--- src/rtl/regfile_2r1w_sweep.sv ---
// Two-read / one-write register file with registered reads, write-first bypass,
// an optional hardwired-zero entry 0 and a sequential clear-sweep engine.
module regfile_2r1w_sweep #(
  parameter int DATA_W   = 16,
  parameter int ADDR_W   = 2,
  parameter bit ZERO_REG = 1'b0
) (
  input  logic              clk,
  input  logic              reset,
  input  logic [ADDR_W-1:0] r_add1,
  input  logic [ADDR_W-1:0] r_add2,
  input  logic [ADDR_W-1:0] w_add,
  input  logic              w_flag,
  input  logic [DATA_W-1:0] w_data,
  input  logic              clr_req,
  output logic              busy,
  output logic [DATA_W-1:0] r_data1,
  output logic [DATA_W-1:0] r_data2
);

  localparam int DEPTH = 2 ** ADDR_W;

  typedef enum logic {
    IDLE  = 1'b0,
    CLEAR = 1'b1
  } state_e;

  state_e              state_q;
  logic [ADDR_W-1:0]   ptr_q;
  logic                busy_q;
  logic [DATA_W-1:0]   mem_q [DEPTH];
  logic [DATA_W-1:0]   r_data1_q, r_data2_q;

  logic                wr_ok;
  logic [DATA_W-1:0]   r_data1_d, r_data2_d;

  // Writes are blocked during a sweep, so the bypass path only matters in IDLE.
  always_comb begin
    wr_ok = w_flag && !busy_q && !(ZERO_REG && (w_add == '0));

    if (ZERO_REG && (r_add1 == '0))          r_data1_d = '0;
    else if (wr_ok && (w_add == r_add1))     r_data1_d = w_data;
    else                                     r_data1_d = mem_q[r_add1];

    if (ZERO_REG && (r_add2 == '0))          r_data2_d = '0;
    else if (wr_ok && (w_add == r_add2))     r_data2_d = w_data;
    else                                     r_data2_d = mem_q[r_add2];
  end

  // NOTE: the storage array is reset explicitly because reset must leave every
  // entry reading zero; this forces flops rather than a RAM macro, which is
  // acceptable at this depth. All state here uses non-blocking assignments.
  always_ff @(posedge clk) begin
    if (reset) begin
      for (int i = 0; i < DEPTH; i++) mem_q[i] <= '0;
      r_data1_q <= '0;
      r_data2_q <= '0;
      busy_q    <= 1'b0;
      state_q   <= IDLE;
      ptr_q     <= '0;
    end else begin
      if (wr_ok) mem_q[w_add] <= w_data;
      r_data1_q <= r_data1_d;
      r_data2_q <= r_data2_d;

      case (state_q)
        IDLE: begin
          if (clr_req) begin
            state_q <= CLEAR;
            busy_q  <= 1'b1;
            ptr_q   <= '0;
          end
        end
        CLEAR: begin
          mem_q[ptr_q] <= '0;
          ptr_q        <= ptr_q + 1'b1;
          // Last entry cleared this edge; ptr wraps back to 0 on its own.
          if (ptr_q == {ADDR_W{1'b1}}) begin
            state_q <= IDLE;
            busy_q  <= 1'b0;
          end
        end
        default: begin
          state_q <= IDLE;
          busy_q  <= 1'b0;
        end
      endcase
    end
  end

  assign busy    = busy_q;
  assign r_data1 = r_data1_q;
  assign r_data2 = r_data2_q;

endmodule
--- config.mk ---
export PLATFORM = sky130hd
export DESIGN_NAME = regfile_2r1w_sweep
export DESIGN_NICKNAME = d
export VERILOG_FILES = /design/src/rtl/regfile_2r1w_sweep.sv
export SDC_FILE = /design/constraint.sdc
export NUM_CORES = 1
export LEC_CHECK = 0
export CORE_MARGIN = 4
export CORE_UTILIZATION = 30
export DETAILED_ROUTE_END_ITERATION = 7
export PLACE_DENSITY = 0.6
export SKIP_CTS_REPAIR_TIMING = 1
export SYNTH_ARGS = -nofsm -noshare
export SYNTH_HDL_FRONTEND = slang
export SYNTH_SLANG_ARGS = --single-unit
--- constraint.sdc ---
create_clock -name clk -period 2.3 [get_ports clk]
set_input_delay 0.46 -clock clk [delete_from_list [all_inputs] [get_ports clk]]
set_output_delay 0.46 -clock clk [all_outputs]
set_load 0.01 [all_outputs]
# Word-level counts from Yosys, hierarchy flattened
# Memory sizes are Yosys's and may differ from the RTL's. A register that Yosys moved wholly into a read port is not among the register bits.
# Cells that the tools add are included.
[op_classes] add_sub_neg=1 n_eq_ne=3 muxes=22 bitwise_logic=1 reduce_logical=5
[ops] operator="two-way mux 16 bit" n=2
[ops] operator="OR reduction 16 bit" n=2
[ops] operator="two-way mux 1 bit" n=14
[ops] operator="two-way mux 2 bit" n=3
[ops] operator="case mux 1 bit (2 select lines)" n=2
[ops] operator="case mux 2 bit (2 select lines)" n=1
[ops] operator="adder 2 x 1 -> 2 bit, second input constant" n=1
[ops] operator="equality test 2 bit, second input constant" n=1
[ops] operator="!= test 2 x 1 -> 1 bit, second input constant" n=1
[ops] operator="!= test 2 bit, second input constant" n=1
[ops] operator="AND reduction 2 bit" n=1
[ops] operator="logical AND 1 bit" n=1
[ops] operator="logical NOT 1 bit" n=1
[ops] operator="inverter 1 bit" n=1
[word_totals] ff_bits=4 mem_bits_rw=64 elab_cells=36 n_memories=1
[memory_table] name="mem_q" depth=4 width=16 read_ports=2 rd_ports_with_merged_regs=2 write_ports=4 line_no="31" rtl="logic [DATA_W-1:0] mem_q [DEPTH];"

# Longest topological paths before layout
# Gate-level depths: netlist of run 1.
[logic_depth] ltp_word=7 ltp_mapped=7

# Worst setup path before layout of run 1
# Ideal clock, no wire load.
[synth_timing] path_kind="input to register" startpoint="input reset" endpoint="register r_data1_q[5], in the netlist r_data1[5], read port of mem_q" arrival_time_ns=1.774 t_required_ns=2.168 path_slack_ns=0.394 cell_stages=6 n_path_buf=2 cell_sequence="buf_6 or4b_4 o211a_1 clkbuf_1 o21ai_0 a21oi_1"
[synth_rtl] item="start, declared" line_no="9" rtl="input logic reset,"
[synth_rtl] item="end, declared" line_no="32" rtl="logic [DATA_W-1:0] r_data1_q, r_data2_q;"

==> results of run 1 <==
## cell families (layout without fill, tap and decap cells)
| kind of cell | Yosys count | in the layout | share of synthesized area, % |
|---|---|---|---|
| compound gates | 138 | 138 | 14.85 |
| xor+xnor | 4 | 4 | 1.031 |
| fa+ha+maj | 4 | 4 | 1.031 |
| buf+inv | 54 | 119 | 5.052 |
| flops | 100 | 100 | 41.24 |
| mux | 32 | 32 | 14.85 |
| simple gates | 187 | 187 | 21.96 |
## tightest hold or removal path, delay by kind of cell (launching register included)
| family | cells | cell delay [ps] |
|---|---|---|
| flip-flops | 1 | 320 |
| AO/OA/AOI/OAI | 1 | 50 |
| AND/OR/NAND/NOR | 1 | 60 |
## report_power, final
| group | internal [uW] | switching (uW) |
|---|---|---|
| registers | 1790 | 41.5 |
| clock network | 1080 | 719 |
| logic | 291 | 325 |
| total | 3170 | 1090 |
## sequential cells by signal, indices dropped and copies added, names as in the netlist
register,flops
busy,1
state_q,1
ptr_q,2
mem_q,64
r_data2,16
r_data1,16
## per-layer routing
metal | track usage [%] | routed length (um)
met1 | 23.34 | 6458
met2 | 29.15 | 7650
met3 | 4.049 | 1594
met4 | 5.879 | 335
met5 | 0 | 0
## area by class of cell
cell class / count / area (sq um)
clock buffers: 9 / 225.2
clock inverters: 7 / 130.1
fillers: 1581 / 9514
inverters: 2 / 7.507
multi-input cells: 365 / 2613
flip-flops and latches: 100 / 2002
well taps: 216 / 270.3
repair buffers: 101 / 1124
## Yosys cell counts, types with 2 or more instances
| library cell | n | area, sq um |
|---|---|---|
| buf_6 | 3 | 33.78 |
| nand3b_1 | 49 | 367.9 |
| nor2_1 | 2 | 7.510 |
| nor3_1 | 2 | 10.01 |
| xor2_2 | 2 | 32.53 |
| nand4_1 | 32 | 200.2 |
| clkbuf_1 | 27 | 101.4 |
| o211a_1 | 2 | 20.02 |
| dfxtp_1 | 100 | 2002 |
| nand2_1 | 69 | 259.0 |
| mux4_2 | 32 | 720.7 |
| nor2b_1 | 3 | 18.77 |
| nand3_1 | 16 | 80.08 |
| ha_1 | 4 | 50.05 |
| nand4b_1 | 2 | 17.52 |
| o21ai_0 | 32 | 160.2 |
| a21oi_1 | 100 | 500.5 |
| nand2b_1 | 2 | 12.51 |
| xnor2_1 | 2 | 17.52 |
| buf_1 | 6 | 22.52 |
| and2_1 | 4 | 25.02 |
| o211ai_2 | 2 | 25.02 |
| clkbuf_2 | 2 | 10.01 |
| inv_1 | 2 | 7.510 |
| buf_2 | 14 | 70.07 |
## through the flow
stage	instance area, sq um	setup slack, ps
finish	6371	307.2
global route	6371	209.3
CTS	6371	331.8
detailed placement	6016	-23.89
global placement	6016	-61.23
floorplan	4855	393.6
## how the worst max path moves through the flow
stage                                        to  startpoint  depth (start not counted)  slack (ps)
after global routing      r_data2[7]$_SDFF_PP0_      w_flag                          8         210
final                     r_data2[9]$_SDFF_PP0_    w_add[1]                          7         310
after CTS                 r_data2[9]$_SDFF_PP0_    w_add[1]                          7         330
after global placement    r_data2[9]$_SDFF_PP0_      w_flag                          7         -60
after detailed placement  r_data2[9]$_SDFF_PP0_    w_add[1]                          7         -20
after floorplan           r_data1[5]$_SDFF_PP0_       reset                          6         390
==> qor.yml, run 1 <==
grt.overflow.total: 0
fin_crit_sh_pct: 86.64
dieArea_sq_um: 18280
maxCapViolCount: 0
avgSynthCellArea_sq_um: 9.354
slowest_stage: "or4b_4"
rows: 46
end_kind: "flop"
min_from: "mem_q[3][9]$_SDFFE_PP0P_"
drt-pass1-iter-count: 5
syn-num-nets: 549
nets: 609
setup-violations-final: 0
start_util_pct: 30.56
p_total_uw: 4256
drt_wl_total_um: 16040
crit_chain: "clkdlybuf4s50_1 -> or4b_4 -> buf_4 -> o211ai_2 -> buf_12 -> nand4_1 -> a21oi_1"
diodes: 0
grt_max_degree: 91
ys_warn_count: 0
synth_edf_count: 0
die_y_um: 135.2
min_to: "mem_q[3][9]$_SDFFE_PP0P_"
die_w_um: 135.2
rrSetupSlack_ps: 490
peakVddDrop_v: 0.0003539
syn_inst: 519
final_cell_mix: "100 x a21oi_1, 100 x dfxtp_1, 69 x nand2_1"
async_flop_share_pct: 0
setup_tns_ps: 0
synth_ff_type: "dfxtp_1"
place_inst: 784
startpoint_type: "input pin"
synth_cell_type_count: 33
hpwl_um: 9850
vias: 4527
cts_tree: "yes"
wl_per_cell_um: 20.05
p_leak_uw: 0.002138
fin_skew_ps: 7.607
drt-initial-drc-count: 554
required_ps: 2560
clk_pin_slew_ps: 70
drc: 0
antenna_found_initial: 0
grt_usage_pct: 17.80
cp.arrival_ps: 2260
path_class: "input pin to flop"
syn_to_final_growth_pct: 31.24
rr_worst_depth: 7
clk_latency_ps: 360
path_buf_inv: 3
whs_ps: 470.3
grt_pass1_vias: 4478
reg2reg_to: "r_data2[7]$_SDFF_PP0_"
grt_pass1_wl_um: 25030
place.gp.congestion: 0.8514
worstMarginPinSlew_ps: 400.1
critical-path-top-delay-family: "buffers and inverters"
synth_seq_cells: 100
netlist_area_sq_um: 4855
slew_headroom_pct: 73.13
cts_buffer_depth: 2
cts_max_level: 3
rsz0062_at_grt: "no"
cpPeakStageDelay_ps: 520
synth_seq_area_share_pct: 41.24
cts-root-buf: "clkbuf_16"
final_antenna_net_count: 0
crit_fanout: 16
cts_sinks: 100
timing.fmax_ghz: 0.5018
maxSlewViolCount: 0
holdPathStages: 2
power_density_nw_per_um2: 668.0
io_buffer_count: 58
drive_gt1_share_pct: 17.12
via_per_inst: 5.659
period_needed_ps: 1993
core_sq_um: 15890
status: "finished clean"
min_path_type: "flop to flop"
r2r_start: "busy$_SDFFE_PP0P_"
hold_violations: 0
finalNonFillerCells: 800
final_util_pct: 40.11
ios: 59
cts-buffers-inserted: 9
Note: power is estimated with default switching activity, not from simulation.
==> run 2: changes to the inputs <==
--- a/config.mk
+++ b/config.mk
@@ -5,7 +5,6 @@
 export SDC_FILE = /design/constraint.sdc
 export NUM_CORES = 1
 export LEC_CHECK = 0
-export CORE_MARGIN = 4
 export CORE_UTILIZATION = 30
 export DETAILED_ROUTE_END_ITERATION = 7
 export PLACE_DENSITY = 0.6
==> run 2 against run 1 <==
Effect of this change: maximum frequency is 3.3% lower; critical path depth shrank 1; clock-buffer cell count rose by 3; die area down 8.7%; routed wire length is 4.0% lower; final cell count decreased by 0.63%; final area shrank 3.0%; via count down 3.0%; flip-flop and latch count stayed put; clock power is 23% lower; clock skew decreased by 0.78 ps; critical path type unchanged; largest power group unchanged.
==> qor.yml, run 2 (synthesized netlist as in run 1, its figures left out) <==
setup_tns_ps: 0  # unchanged
largest_reg_flops: 64  # unchanged
crit_chain: "clkdlybuf4s50_1 -> or4b_4 -> o211ai_2 -> buf_4 -> nand4_1 -> a21oi_1"  # was clkdlybuf4s50_1 -> or4b_4 -> buf_4 -> o211ai_2 -> buf_12 -> nand4_1 -> a21oi_1
power_density_nw_per_um2: 617.6  # was 668.0 nW/um^2
timing.fmax_ghz: 0.4855  # was 0.5018 GHz
crit_fanout: 6  # was 16
n_fill_cell: 1565  # was 1,581
cp-startpoint: "w_flag"  # was w_add[1]
fin_crit_sh_pct: 89.55  # was 86.64%
final_antenna_net_count: 0  # unchanged
min_from: "mem_q[3][15]$_SDFFE_PP0P_"  # was mem_q[3][9]$_SDFFE_PP0P_
peakVddDrop_v: 0.0004015  # was 0.0003539 V
p_leak_uw: 0.002051  # was 0.002138 uW
startpoint_type: "input pin"  # unchanged
met3WireLength_um: 1218  # was 1594 um
cts_tree: "yes"  # unchanged
p_total_uw: 3815  # was 4256 uW
vias: 4390  # was 4,527
multi_input_area_sq_um: 2613  # unchanged
min_path_type: "flop to flop"  # unchanged
holdPathStages: 2  # unchanged
cpPeakStageDelay_ps: 560  # was 520 ps
cts_buffer_depth: 2  # unchanged
drt-initial-drc-count: 429  # was 554
place.gp.congestion: 0.8089  # was 0.8514
cp.arrival_ps: 2310  # was 2260 ps
slowest_stage: "clkdlybuf4s50_1"  # was or4b_4
routed.top_layer: "met4"  # unchanged
seqCellArea_sq_um: 2002  # unchanged
cts-buffers-inserted: 9  # unchanged
drt-pass1-iter-count: 6  # was 5
cts_max_level: 3  # unchanged
maxCapViolCount: 0  # unchanged
grt_pass1_vias: 4494  # was 4,478
rsz0062_at_grt: "no"  # unchanged
nets: 606  # was 609
wl_met1_um: 6394  # was 6458 um
final_util_pct: 39.03  # was 40.11%
ios: 59  # unchanged
grt_usage_pct: 19.36  # was 17.80%
syn_to_final_growth_pct: 27.24  # was 31.24%
maxSlewViolCount: 0  # unchanged
regMostFlops: "mem_q"  # unchanged
dr_wl_met2_um: 7360  # was 7650 um
r2r_start: "busy$_SDFFE_PP0P_"  # unchanged
cts-root-buf: "clkbuf_16"  # unchanged
status: "finished clean"  # unchanged
final_cell_mix: "100 x a21oi_1, 100 x dfxtp_1, 69 x nand2_1"  # unchanged
required_ps: 2550  # was 2560 ps
setup-violations-final: 0  # unchanged
rr_worst_depth: 7  # unchanged
hpwl_um: 9690  # was 9850 um
dieArea_sq_um: 16700  # was 18,280 sq um
rows: 46  # unchanged
die_y_um: 129.2  # was 135.2 um
drt_wl_total_um: 15400  # was 16,040 um
cts_sinks: 100  # unchanged
grt_pass1_wl_um: 23980  # was 25,030 um
core_sq_um: 15830  # was 15,890 sq um
min_to: "mem_q[3][15]$_SDFFE_PP0P_"  # was mem_q[3][9]$_SDFFE_PP0P_
rrSetupSlack_ps: 500  # was 490 ps
via_per_inst: 5.522  # was 5.659
path_class: "input pin to flop"  # unchanged
grt_max_degree: 49  # was 91
drc: 0  # unchanged
diodes: 0  # unchanged
period_needed_ps: 2060  # was 1993 ps
fin_skew_ps: 6.830  # was 7.607 ps
hold_violations: 0  # unchanged
drive_gt1_share_pct: 16.06  # was 17.12%
start_util_pct: 30.67  # was 30.56%
io_buffer_count: 58  # unchanged
end_kind: "flop"  # unchanged
antenna_found_initial: 0  # unchanged
clk_latency_ps: 360  # about the same
clk_pin_slew_ps: 70  # about the same
die_w_um: 129.2  # was 135.2 um
slew_headroom_pct: 67.12  # was 73.13%
worstMarginPinSlew_ps: 493.2  # was 400.1 ps
wl_per_cell_um: 19.37  # was 20.05 um
reg2reg_to: "r_data2[10]$_SDFF_PP0_"  # was r_data2[7]$_SDFF_PP0_
grt.overflow.total: 0  # unchanged
[run 2: changes by cell type in the layout (fill, tap and decap cells not counted)]
| cell | before | now |
|---|---|---|
| buf_12 | 18 | 12 |
| buf_4 | 25 | 28 |
| bufinv_16 | 3 | 0 |
| clkbuf_1 | 0 | 2 |
| inv_8 | 2 | 0 |
| clkbuf_8 | 0 | 1 |
| clkinv_2 | 0 | 1 |
| clkinv_4 | 1 | 0 |
| clkinvlp_4 | 0 | 1 |
| inv_6 | 1 | 0 |
[run 2: worst max path at each step]
| stage | endpoint | slack, ps |
|---|---|---|
| after floorplan | r_data1[5]$_SDFF_PP0_ | 390 |
| after global placement | r_data2[4]$_SDFF_PP0_ | -60 |
| after CTS | r_data2[4]$_SDFF_PP0_ | 250 |
| after detailed placement | r_data2[4]$_SDFF_PP0_ | -110 |
| final | r_data2[4]$_SDFF_PP0_ | 240 |
| after global routing | r_data2[4]$_SDFF_PP0_ | 120 |
[run 2: layout make-up]
| type | count | share of cell area, % |
|---|---|---|
| Inverter | 2 | 0.1215 |
| Clock buffer | 12 | 3.990 |
| Sequential cell | 100 | 32.41 |
| Clock inverter | 2 | 0.2026 |
| Timing Repair Buffer | 98 | 16.61 |
| Multi-Input combinational cell | 365 | 42.29 |
| Tap cell | 216 | 4.375 |
[run 2: critical path: cells and delay by family]
family                 cells  cell delay [ps]
AND/OR/NAND/NOR            2              620
buffers and inverters      2              750
AO/OA/AOI/OAI              2              480
[run 2: layer usage]
metal,track usage (%),vias to the layer above
met3,4.335,37
met1,23.74,2130
met4,9.481,0
met5,0,-
li1,-,2011
met2,32.10,212
[run 2: where the power goes]
part / total (uW) / switching (uW) / leakage, uW / internal (uW)
Combinational: 584 / 316 / 0.00111 / 269
Sequential: 1840 / 40.1 / 0.000812 / 1800
Clock: 1390 / 645 / 0.000125 / 750
Total: 3810 / 1000 / 0.00205 / 2810
[run 2: metrics by stage]
| stage | area, sq um | setup WS [ps] | hold slack (ps) | instances |
|---|---|---|---|---|
| floorplan | 4855 | 393.6 | 438.6 | 519 |
| global route | 6177 | 115.9 | 495.8 | 795 |
| CTS | 6177 | 253.7 | 465.0 | 795 |
| finish | 6177 | 240.3 | 465.6 | 795 |
| detailed placement | 5918 | -113.3 | 456.0 | 781 |
| global placement | 5918 | -60.09 | 446.8 | 781 |
